<file path="src/rtl/ib_cnu6_c2v_return_buffer_if.sv">
// Purpose: bundles the CNU-side c2v inputs and the VNU-side head-of-FIFO outputs of the c2v return buffer.
// Latency: none; wires only.
// Backpressure: vnu_ready stalls only the FIFO head. The CNU side (c2v*_in, c2v_valid_in) is never back-pressured.
// Ports: master = CNU/VNU environment (drives inputs), slave = return buffer (drives outputs).
interface ib_cnu6_c2v_return_buffer_if #(
    parameter int QUAN_SIZE  = 4,
    parameter int FIFO_DEPTH = 4
);
    localparam int CNT_W = $clog2(FIFO_DEPTH + 1);

    logic [QUAN_SIZE-1:0] c2v0_in, c2v1_in, c2v2_in, c2v3_in, c2v4_in, c2v5_in;
    logic                 c2v_valid_in;
    logic                 flush;
    logic                 vnu_ready;
    logic [QUAN_SIZE-1:0] c2v0_out, c2v1_out, c2v2_out, c2v3_out, c2v4_out, c2v5_out;
    logic                 c2v_valid_out;
    logic [CNT_W-1:0]     fifo_count;
    logic                 overflow;

    modport master (
        output c2v0_in, c2v1_in, c2v2_in, c2v3_in, c2v4_in, c2v5_in,
        output c2v_valid_in, flush, vnu_ready,
        input  c2v0_out, c2v1_out, c2v2_out, c2v3_out, c2v4_out, c2v5_out,
        input  c2v_valid_out, fifo_count, overflow
    );

    modport slave (
        input  c2v0_in, c2v1_in, c2v2_in, c2v3_in, c2v4_in, c2v5_in,
        input  c2v_valid_in, flush, vnu_ready,
        output c2v0_out, c2v1_out, c2v2_out, c2v3_out, c2v4_out, c2v5_out,
        output c2v_valid_out, fifo_count, overflow
    );
endinterface

</file>
<file path="src/rtl/ib_cnu6_c2v_return_buffer.sv">
// Purpose: aligns the six F3 c2v messages to the v2c pipeline depth, then queues them as bundles for the VNU.
// Latency: PIPELINE_DEPTH cycles from c2v_valid_in to c2v_valid_out when the FIFO is empty (FWFT head).
// Backpressure: vnu_ready stalls only the FIFO. A push into a full FIFO without a pop is dropped, and sticky overflow is set.
// Ports: read_clk/rstn (synchronous active-low reset); bus (slave modport) carries c2v*_in, c2v_valid_in, flush,
//        vnu_ready in, and c2v*_out, c2v_valid_out, fifo_count, overflow out.
module ib_cnu6_c2v_return_buffer #(
    parameter int QUAN_SIZE      = 4,
    parameter int PIPELINE_DEPTH = 3,
    parameter int FIFO_DEPTH     = 4
) (
    input  logic                          read_clk,
    input  logic                          rstn,
    ib_cnu6_c2v_return_buffer_if.slave    bus
);
    localparam int NSTG  = PIPELINE_DEPTH - 1;
    localparam int PTR_W = $clog2(FIFO_DEPTH);
    localparam int CNT_W = $clog2(FIFO_DEPTH + 1);
    localparam int BW    = 6 * QUAN_SIZE;

    typedef logic [BW-1:0] bundle_t;

    // Message 0 occupies the LSBs of a bundle.
    bundle_t in_dat;
    assign in_dat = {bus.c2v5_in, bus.c2v4_in, bus.c2v3_in, bus.c2v2_in, bus.c2v1_in, bus.c2v0_in};

    // Alignment pipeline: shifts every cycle and never stalls the LUT cascade.
    bundle_t           stg_dat [NSTG];
    logic [NSTG-1:0]   stg_vld;

    always_ff @(posedge read_clk) begin
        if (!rstn) begin
            for (int i = 0; i < NSTG; i++) stg_dat[i] <= '0;
            stg_vld <= '0;
        end else begin
            stg_dat[0] <= in_dat;
            for (int i = 1; i < NSTG; i++) stg_dat[i] <= stg_dat[i-1];
            // Flush also kills the bundle entering this cycle.
            stg_vld <= bus.flush ? '0 : {stg_vld[NSTG-2:0], bus.c2v_valid_in};
        end
    end

    // FWFT FIFO.
    bundle_t            mem [FIFO_DEPTH];
    logic [PTR_W-1:0]   wr_ptr, rd_ptr;
    logic [CNT_W-1:0]   count;
    logic               ovf;
    logic               empty, full, push, pop, do_write;

    assign empty    = (count == '0);
    assign full     = (count == CNT_W'(FIFO_DEPTH));
    assign push     = stg_vld[NSTG-1] & ~bus.flush;
    assign pop      = ~empty & bus.vnu_ready;
    // A simultaneous pop frees the head slot, so a push into a full FIFO is still legal.
    assign do_write = push & (pop | ~full);

    // Storage needs no reset: the head is masked to zero while empty.
    always_ff @(posedge read_clk) begin
        if (rstn && do_write) mem[wr_ptr] <= stg_dat[NSTG-1];
    end

    always_ff @(posedge read_clk) begin
        if (!rstn) begin
            wr_ptr <= '0;
            rd_ptr <= '0;
            count  <= '0;
            ovf    <= 1'b0;
        end else if (bus.flush) begin
            // Overflow is deliberately kept across a flush.
            wr_ptr <= '0;
            rd_ptr <= '0;
            count  <= '0;
        end else begin
            if (do_write) wr_ptr <= wr_ptr + 1'b1;
            if (pop)      rd_ptr <= rd_ptr + 1'b1;
            if (push && !pop && !full) count <= count + 1'b1;
            else if (pop && !push)     count <= count - 1'b1;
            if (push && full && !pop)  ovf <= 1'b1;
        end
    end

    bundle_t head;
    assign head = empty ? '0 : mem[rd_ptr];

    assign bus.c2v0_out      = head[0*QUAN_SIZE +: QUAN_SIZE];
    assign bus.c2v1_out      = head[1*QUAN_SIZE +: QUAN_SIZE];
    assign bus.c2v2_out      = head[2*QUAN_SIZE +: QUAN_SIZE];
    assign bus.c2v3_out      = head[3*QUAN_SIZE +: QUAN_SIZE];
    assign bus.c2v4_out      = head[4*QUAN_SIZE +: QUAN_SIZE];
    assign bus.c2v5_out      = head[5*QUAN_SIZE +: QUAN_SIZE];
    assign bus.c2v_valid_out = ~empty;
    assign bus.fifo_count    = count;
    assign bus.overflow      = ovf;
endmodule

</file>
<file path="src/flat_wrapper.sv">
// flat-port wrapper written by rule: the top's interface ports become plain ports
module ib_cnu6_c2v_return_buffer_flat 
#(
    parameter int QUAN_SIZE      = 4,
    parameter int PIPELINE_DEPTH = 3,
    parameter int FIFO_DEPTH     = 4
)
  (read_clk, rstn, bus_c2v0_in, bus_c2v1_in, bus_c2v2_in, bus_c2v3_in, bus_c2v4_in, bus_c2v5_in, bus_c2v_valid_in, bus_flush, bus_vnu_ready, bus_c2v0_out, bus_c2v1_out, bus_c2v2_out, bus_c2v3_out, bus_c2v4_out, bus_c2v5_out, bus_c2v_valid_out, bus_fifo_count, bus_overflow);
  ib_cnu6_c2v_return_buffer_if #(.QUAN_SIZE(QUAN_SIZE), .FIFO_DEPTH(FIFO_DEPTH)) bus_i ();
  input  logic read_clk;
  input  logic rstn;
  input wire logic [$bits(bus_i.c2v0_in)-1:0] bus_c2v0_in;
  input wire logic [$bits(bus_i.c2v1_in)-1:0] bus_c2v1_in;
  input wire logic [$bits(bus_i.c2v2_in)-1:0] bus_c2v2_in;
  input wire logic [$bits(bus_i.c2v3_in)-1:0] bus_c2v3_in;
  input wire logic [$bits(bus_i.c2v4_in)-1:0] bus_c2v4_in;
  input wire logic [$bits(bus_i.c2v5_in)-1:0] bus_c2v5_in;
  input wire logic [$bits(bus_i.c2v_valid_in)-1:0] bus_c2v_valid_in;
  input wire logic [$bits(bus_i.flush)-1:0] bus_flush;
  input wire logic [$bits(bus_i.vnu_ready)-1:0] bus_vnu_ready;
  output wire logic [$bits(bus_i.c2v0_out)-1:0] bus_c2v0_out;
  output wire logic [$bits(bus_i.c2v1_out)-1:0] bus_c2v1_out;
  output wire logic [$bits(bus_i.c2v2_out)-1:0] bus_c2v2_out;
  output wire logic [$bits(bus_i.c2v3_out)-1:0] bus_c2v3_out;
  output wire logic [$bits(bus_i.c2v4_out)-1:0] bus_c2v4_out;
  output wire logic [$bits(bus_i.c2v5_out)-1:0] bus_c2v5_out;
  output wire logic [$bits(bus_i.c2v_valid_out)-1:0] bus_c2v_valid_out;
  output wire logic [$bits(bus_i.fifo_count)-1:0] bus_fifo_count;
  output wire logic [$bits(bus_i.overflow)-1:0] bus_overflow;
  assign bus_i.c2v0_in = bus_c2v0_in;
  assign bus_i.c2v1_in = bus_c2v1_in;
  assign bus_i.c2v2_in = bus_c2v2_in;
  assign bus_i.c2v3_in = bus_c2v3_in;
  assign bus_i.c2v4_in = bus_c2v4_in;
  assign bus_i.c2v5_in = bus_c2v5_in;
  assign bus_i.c2v_valid_in = bus_c2v_valid_in;
  assign bus_i.flush = bus_flush;
  assign bus_i.vnu_ready = bus_vnu_ready;
  assign bus_c2v0_out = bus_i.c2v0_out;
  assign bus_c2v1_out = bus_i.c2v1_out;
  assign bus_c2v2_out = bus_i.c2v2_out;
  assign bus_c2v3_out = bus_i.c2v3_out;
  assign bus_c2v4_out = bus_i.c2v4_out;
  assign bus_c2v5_out = bus_i.c2v5_out;
  assign bus_c2v_valid_out = bus_i.c2v_valid_out;
  assign bus_fifo_count = bus_i.fifo_count;
  assign bus_overflow = bus_i.overflow;
  ib_cnu6_c2v_return_buffer #(.QUAN_SIZE(QUAN_SIZE), .PIPELINE_DEPTH(PIPELINE_DEPTH), .FIFO_DEPTH(FIFO_DEPTH)) u_core (.read_clk(read_clk), .rstn(rstn), .bus(bus_i));
endmodule
</file>
<file path="config.mk">
export PLATFORM = sky130hd
export DESIGN_NAME = ib_cnu6_c2v_return_buffer_flat
export DESIGN_NICKNAME = d
export VERILOG_FILES = /design/src/rtl/ib_cnu6_c2v_return_buffer_if.sv /design/src/rtl/ib_cnu6_c2v_return_buffer.sv /design/src/flat_wrapper.sv
export SDC_FILE = /design/constraint.sdc
export NUM_CORES = 1
export LEC_CHECK = 0
export BUFFER_PORTS_ARGS = -buffer_cell sky130_fd_sc_hd__clkbuf_2
export CORE_MARGIN = 4
export CORE_UTILIZATION = 35
export CTS_CLUSTER_DIAMETER = 40
export DETAILED_ROUTE_END_ITERATION = 7
export GPL_ROUTABILITY_DRIVEN = 0
export GPL_TIMING_DRIVEN = 0
export PLACE_DENSITY_LB_ADDON = 0.1
export SYNTH_ARGS = -nofsm -noshare
export SYNTH_HDL_FRONTEND = slang
export SYNTH_SLANG_ARGS = --single-unit
</file>
<file path="constraint.sdc">
create_clock -name read_clk -period 3.15 [get_ports read_clk]
set_clock_uncertainty 0.15 [all_clocks]
set_input_delay 0.63 -clock read_clk [delete_from_list [all_inputs] [get_ports read_clk]]
set_output_delay 0.63 -clock read_clk [all_outputs]
set_load 0.005 [all_outputs]
</file>
* Word-level counts from Yosys, hierarchy flattened
Memories as Yosys holds them, arrays and structs flattened. A register that Yosys moved wholly into a read port is not among the register bits.
Index checks and enable logic that the tools add are counted.
** Word-level totals
- Bits in registers :: 10
- Memory bits (writable) :: 144
- Output and inout port bits :: 29
- Word-level logic and storage cells :: 46
- Memories kept :: 2
** Memory list
- u_core.mem :: words 4, width 24, read ports 1, clocked after Yosys merged registers in 1, wr ports 1, line ib_cnu6_c2v_return_buffer.sv:43 : bundle_t mem [FIFO_DEPTH];
- u_core.stg_dat :: words 2, width 24, read ports 2, clocked after Yosys merged registers in 0, wr ports 2, line ib_cnu6_c2v_return_buffer.sv:27 : bundle_t stg_dat [NSTG];
** Cells by class
- $add $sub $neg :: 4
- Equal/unequal tests :: 1
- Multiplexer cells :: 11
- Bitwise operators :: 10
- Reduce and logical (&&, ||, !) cells :: 13
** Operator list (count)
- $mux 24 :: 3
- $logic_and 1x1->1 :: 6
- $mux 3 :: 2
- $add 2x1->2 const B :: 2
- $mux 1 :: 4
- $mux 2 :: 2
- $not 1->1 :: 4
- $add 3x1->3 const B :: 1
- $and 1x1->1 :: 3
- $eq 3x3->1 const B :: 1
- $logic_not 1->1 :: 3
- $logic_not 3->1 :: 1
- $or 1x1->1 :: 3
- $sub 3x1->3 const B :: 1
- $reduce_and 2->1 :: 1
- $reduce_bool 2->1 :: 1
- $reduce_or 2->1 :: 1

* Longest topological paths before layout
- Depth in word-level cells :: 8
- Gate-level depth with buffers :: 7
- Depth with buffers taken out :: 7

* Worst setup path after synthesis
OpenSTA, ideal clock, no wires.
- Path kind :: in2reg
- From :: input bus_flush
- To :: memory u_core.mem[0][0] (netlist bit), enable pin
- Library setup time :: 0.383 ns
- Arrival time :: 1.881 ns
- Slack :: 0.736 ns
- Stages on the path :: 4
- Buffers on the path :: 1
- Path through :: nor2b_2 -> buf_6 -> nor2b_1 -> and3_1
** On the way
- Word-level cells in the longest chain between the ends :: 6
** RTL lines
- start: declaration :: line flat_wrapper.sv:19 : input wire logic [$bits(bus_i.flush)-1:0] bus_flush;
- $not 1->1 (no line)
- $and 1x1->1 :: line ib_cnu6_c2v_return_buffer.sv:51 : assign push = stg_vld[NSTG-1] & ~bus.flush;
- $and 1x1->1 :: line ib_cnu6_c2v_return_buffer.sv:54 : assign do_write = push & (pop | ~full);
- $logic_and 1x1->1 :: line ib_cnu6_c2v_return_buffer.sv:58 : if (rstn && do_write) mem[wr_ptr] <= stg_dat[NSTG-1];
- $mux 1 :: line ib_cnu6_c2v_return_buffer.sv:58
- $mux 1 (not written as such) :: line ib_cnu6_c2v_return_buffer.sv:58
- end: declaration :: line ib_cnu6_c2v_return_buffer.sv:43
No other way between the ends.

* Final worst setup path
- From :: register u_core.count[1], in the netlist u_core.bus.fifo_count[1]
- To :: output bus_c2v3_out[1]
** On the way
- Word-level cells in the longest chain between the ends :: 2
** RTL lines
- start: declaration :: line ib_cnu6_c2v_return_buffer.sv:45 : logic [CNT_W-1:0] count;
- start signal: assignment :: line ib_cnu6_c2v_return_buffer.sv:75 : if (push && !pop && !full) count <= count + 1'b1;
- start signal: assignment :: line ib_cnu6_c2v_return_buffer.sv:76 : else if (pop && !push) count <= count - 1'b1;
- $logic_not 3->1 :: line ib_cnu6_c2v_return_buffer.sv:49 : assign empty = (count == '0);
- $mux 24 :: line ib_cnu6_c2v_return_buffer.sv:82 : assign head = empty ? '0 : mem[rd_ptr];
- end: declaration :: line flat_wrapper.sv:24 : output wire logic [$bits(bus_i.c2v3_out)-1:0] bus_c2v3_out;
No other way between the ends.

==> summary.md <==
| Metric | Value |
|---|---|
| DPL Wire Length | `6.330 mm` |
| Cts bufs inserted | `17` |
| Row cnt | `45` |
| Synth Warn # | `0` |
| Root Driver | `clkbuf_16` |
| Die ar. | `18010 um^2` |
| Synth Instances | `323` |
| Pleak | `between 0.002 and 0.0025 uW` |
| Internal power | `about 3400 uW` |
| Pins Over Slew Limit | `0` |
| Distinct cells, synth | `35` |
| Critical path data required time | `2.37 ns` |
| Placed Cells | `592` |
| Crit-path max FO | `10` |
| Dominant synthesized flop cell | `edfxtp_1` |
| WS Path Type | `reg2out` |
| # setup viols final | `0` |
| Sw frac | `about a fifth` |
| NetSw | `783.5 uW` |
| Crit. End Element | `output port` |
| Die height | `134.2 um` |
| Tightest Pin Transition | `0.8281 ns` |
| Sequential area share after synthesis | `approximately three quarters` |
| Detailed-route via count | `2752` |
| Final hold slack | `~0.27 ns` |
| Share of post-route cells with drive strength above 1 | `27.36%` |
| Ys async rst share | `0%` |
| H-tree Lvls | `4` |
| Grt ovf | `0` |
| First-pass DRT Iterations | `4` |
| Combinational group share of total power | `1.6%` |
| CTS clk-pin slew, worst paths | `0.06 ns` |
| Core area | `15430 um^2` |
| Synthesized flop and latch total | `156` |
| Area of the mapped netlist | `5573 um^2` |
| Post-synthesis average cell area | `17.25 um^2` |
| Die width | `134.2 um` |
| Initial antenna violation count | `0` |
| Delay of the slowest critical-path stage | `0.50 ns` |
| Vias per cell | `4.410` |
| Maximum clock rate | `0.3536 GHz` |
| Worst rel slew slack | `44.80%` |
| Total track usage | `11.96%` |
| Sequential share of power | `53.0%` |
| 1st-iter DRT viols | `about 130` |
| Antenna Nets Post-Route | `0` |
| Clock Path Buffers | `2` |
| Wire per inst | `15.94 um` |
| Diode count | `0` |
| Slowest-stage cell, CP | `dfxtp_1` |
| Area delta synth->final | `20.32%` |
| First-pass GRT wire length | `15.79 mm` |
| Register area | `4084 um^2` |
| Status | `completed` |
| Crit path DAT | `2.05 ns` |
| Area of the multi-input gates | `1361 um^2` |
| Startpoint types | `flop` |
| MaxCap Viol Count | `0` |
| Pin count of the biggest net entering global routing | `25` |
| Worst-path cell chain | `or3_1 -> buf_2 -> clkbuf_1 -> and2_1 -> clkbuf_2` |
| Clk_lat worst skew | `just over 0.4 ns` |
| Post-route insts no fill | `624` |
| Clk sinks | `156` |
| Final number of hold-violating endpoints | `0` |
| Tmin final | `2.828 ns` |
| Worst vdd ir | `0.3470 mV` |
| Most common cell after layout, fill and taps aside | `edfxtp_1` |
| Vias in the first global route | `2924` |
| Worst min-delay path category | `in2reg` |
| Period utilization | `89.77%` |
| Final nets | `434` |
| Cts repair resizes | `0` |
| Number of fill cells in the layout | `about 1400` |
| Clock power share | `45.4%` |
| Syn nets | `357` |
| Total routed wirelength | `9.948 mm` |
| RSZ-0062 raised after global routing | `false` |
| # IOs | `58` |
| Post-route DRC violation count | `0` |
| Number of synthesized flops with an enable pin | `96` |
| CTS tree | `yes` |
| Cts hold-fix bufs | `0` |
| Most frequent cells in the layout | `96 x edfxtp_1, 74 x and2_1, 60 x dfxtp_1` |
| Setup repair bufs after CTS | `0` |
| P per Cell Area | `620.6 nW/um^2` |
| Initial Utilization | `a little over a third` |
| PortBufs | `56` |
power by group through the flow:
stage               clock, uW  sequential, uW  combinational (uW)
detailed placement          0            2250                70.5
CTS                      1940            2210                70.7
floorplan                   0            2240                36.4
global placement            0            2250                69.6
global route             2040            2210                77.9
finish                   1890            2210                67.7
flip-flops by register name, indices dropped and copies added, names as in the netlist, named ones only:
register / cells
u_core.bus.fifo_count: 3
u_core.bus.overflow: 1
u_core.mem: 96
u_core.rd_ptr: 2
u_core.stg_dat: 48
u_core.stg_vld: 2
u_core.wr_ptr: 2
metrics by stage:
step | setup slack (ns) | setup TNS (ns) | utilization (%) | instance area (um^2) | power [uW]
final | 0.3222 | 0 | 43.46 | 6705 | 4161
after global routing | 0.06846 | 0 | 43.46 | 6705 | 4325
after global placement | -0.09803 | -4.263 | 39.65 | 6117 | 2317
after detailed placement | 0.2210 | 0 | 39.94 | 6162 | 2320
after CTS | 0.2036 | 0 | 43.46 | 6705 | 4217
after floorplan | 0.7363 | 0 | - | 5573 | 2280
worst paths after layout:
path,cells past startpoint,slack [ns],startpoint,endpoint
min,2,0.27,bus_c2v2_in[2],u_core.stg_dat[0][10]$_SDFF_PN0_
max reg2reg,4,0.71,u_core.bus.fifo_count[1]$_SDFFE_PP0P_,u_core.mem[2][11]$_DFFE_PP_
max,5,0.32,u_core.bus.fifo_count[1]$_SDFFE_PP0P_,bus_c2v3_out[1]
min reg2reg,1,0.28,u_core.stg_dat[0][21]$_SDFF_PN0_,u_core.stg_dat[0][45]$_SDFF_PN0_
area by class of cell:
cell class | count | area share (%)
repair buffers | 58 | 4.814
flip-flops and latches | 156 | 60.91
well taps | 211 | 3.937
clock inverters | 10 | 1.474
inverters | 4 | 0.2239
multi-input cells | 146 | 20.30
clock buffers | 22 | 6.624
plain buffers | 17 | 1.717
layer usage:
| layer | part of all wire, % | global-route usage (%) | vias up |
|---|---|---|---|
| met1 | 45 | 15.01 | 1354 |
| met3 | 4.0 | 3.938 | 18 |
| met2 | 49 | 18.94 | 52 |
| li1 | - | - | 1328 |
| met4 | 2.2 | 5.373 | 0 |
| met5 | 0 | 0 | - |
Yosys cell counts (2+ instances only):
library cell	n	share of area [%]
mux2i_1	2	0.36
xnor2_1	2	0.31
nor2_1	6	0.40
a21oi_1	4	0.36
and2_1	74	8.3
inv_1	4	0.27
xor2_1	2	0.31
buf_12	2	0.72
ha_1	4	0.90
buf_6	2	0.40
nand3_1	3	0.27
and3_1	4	0.45
nor2b_1	2	0.22
dfxtp_1	60	22
o21ai_0	2	0.18
nand2_1	4	0.27
mux4_2	20	8.1
buf_2	3	0.27
mux4_1	4	1.9
clkbuf_1	9	0.61
edfxtp_1	96	52
critical path, delay by kind of cell, from the launching register on:
family	cells	cell delay (ns)
DFF	1	0.50
buffers and inverters	3	0.74
and+or+nand+nor	2	0.39
cells by family after synthesis:
family | count (synthesis) | synth area share (%)
DFF | 156 | 73.28
and+or+nand+nor | 101 | 10.98
adders and majority gates | 5 | 1.257
muxes | 27 | 10.53
buffers and inverters | 21 | 2.335
AOI/OAI and AO/OA | 9 | 0.9880
xor gates and xnor gates | 4 | 0.6288
Note: power is estimated with default switching activity, not from simulation.
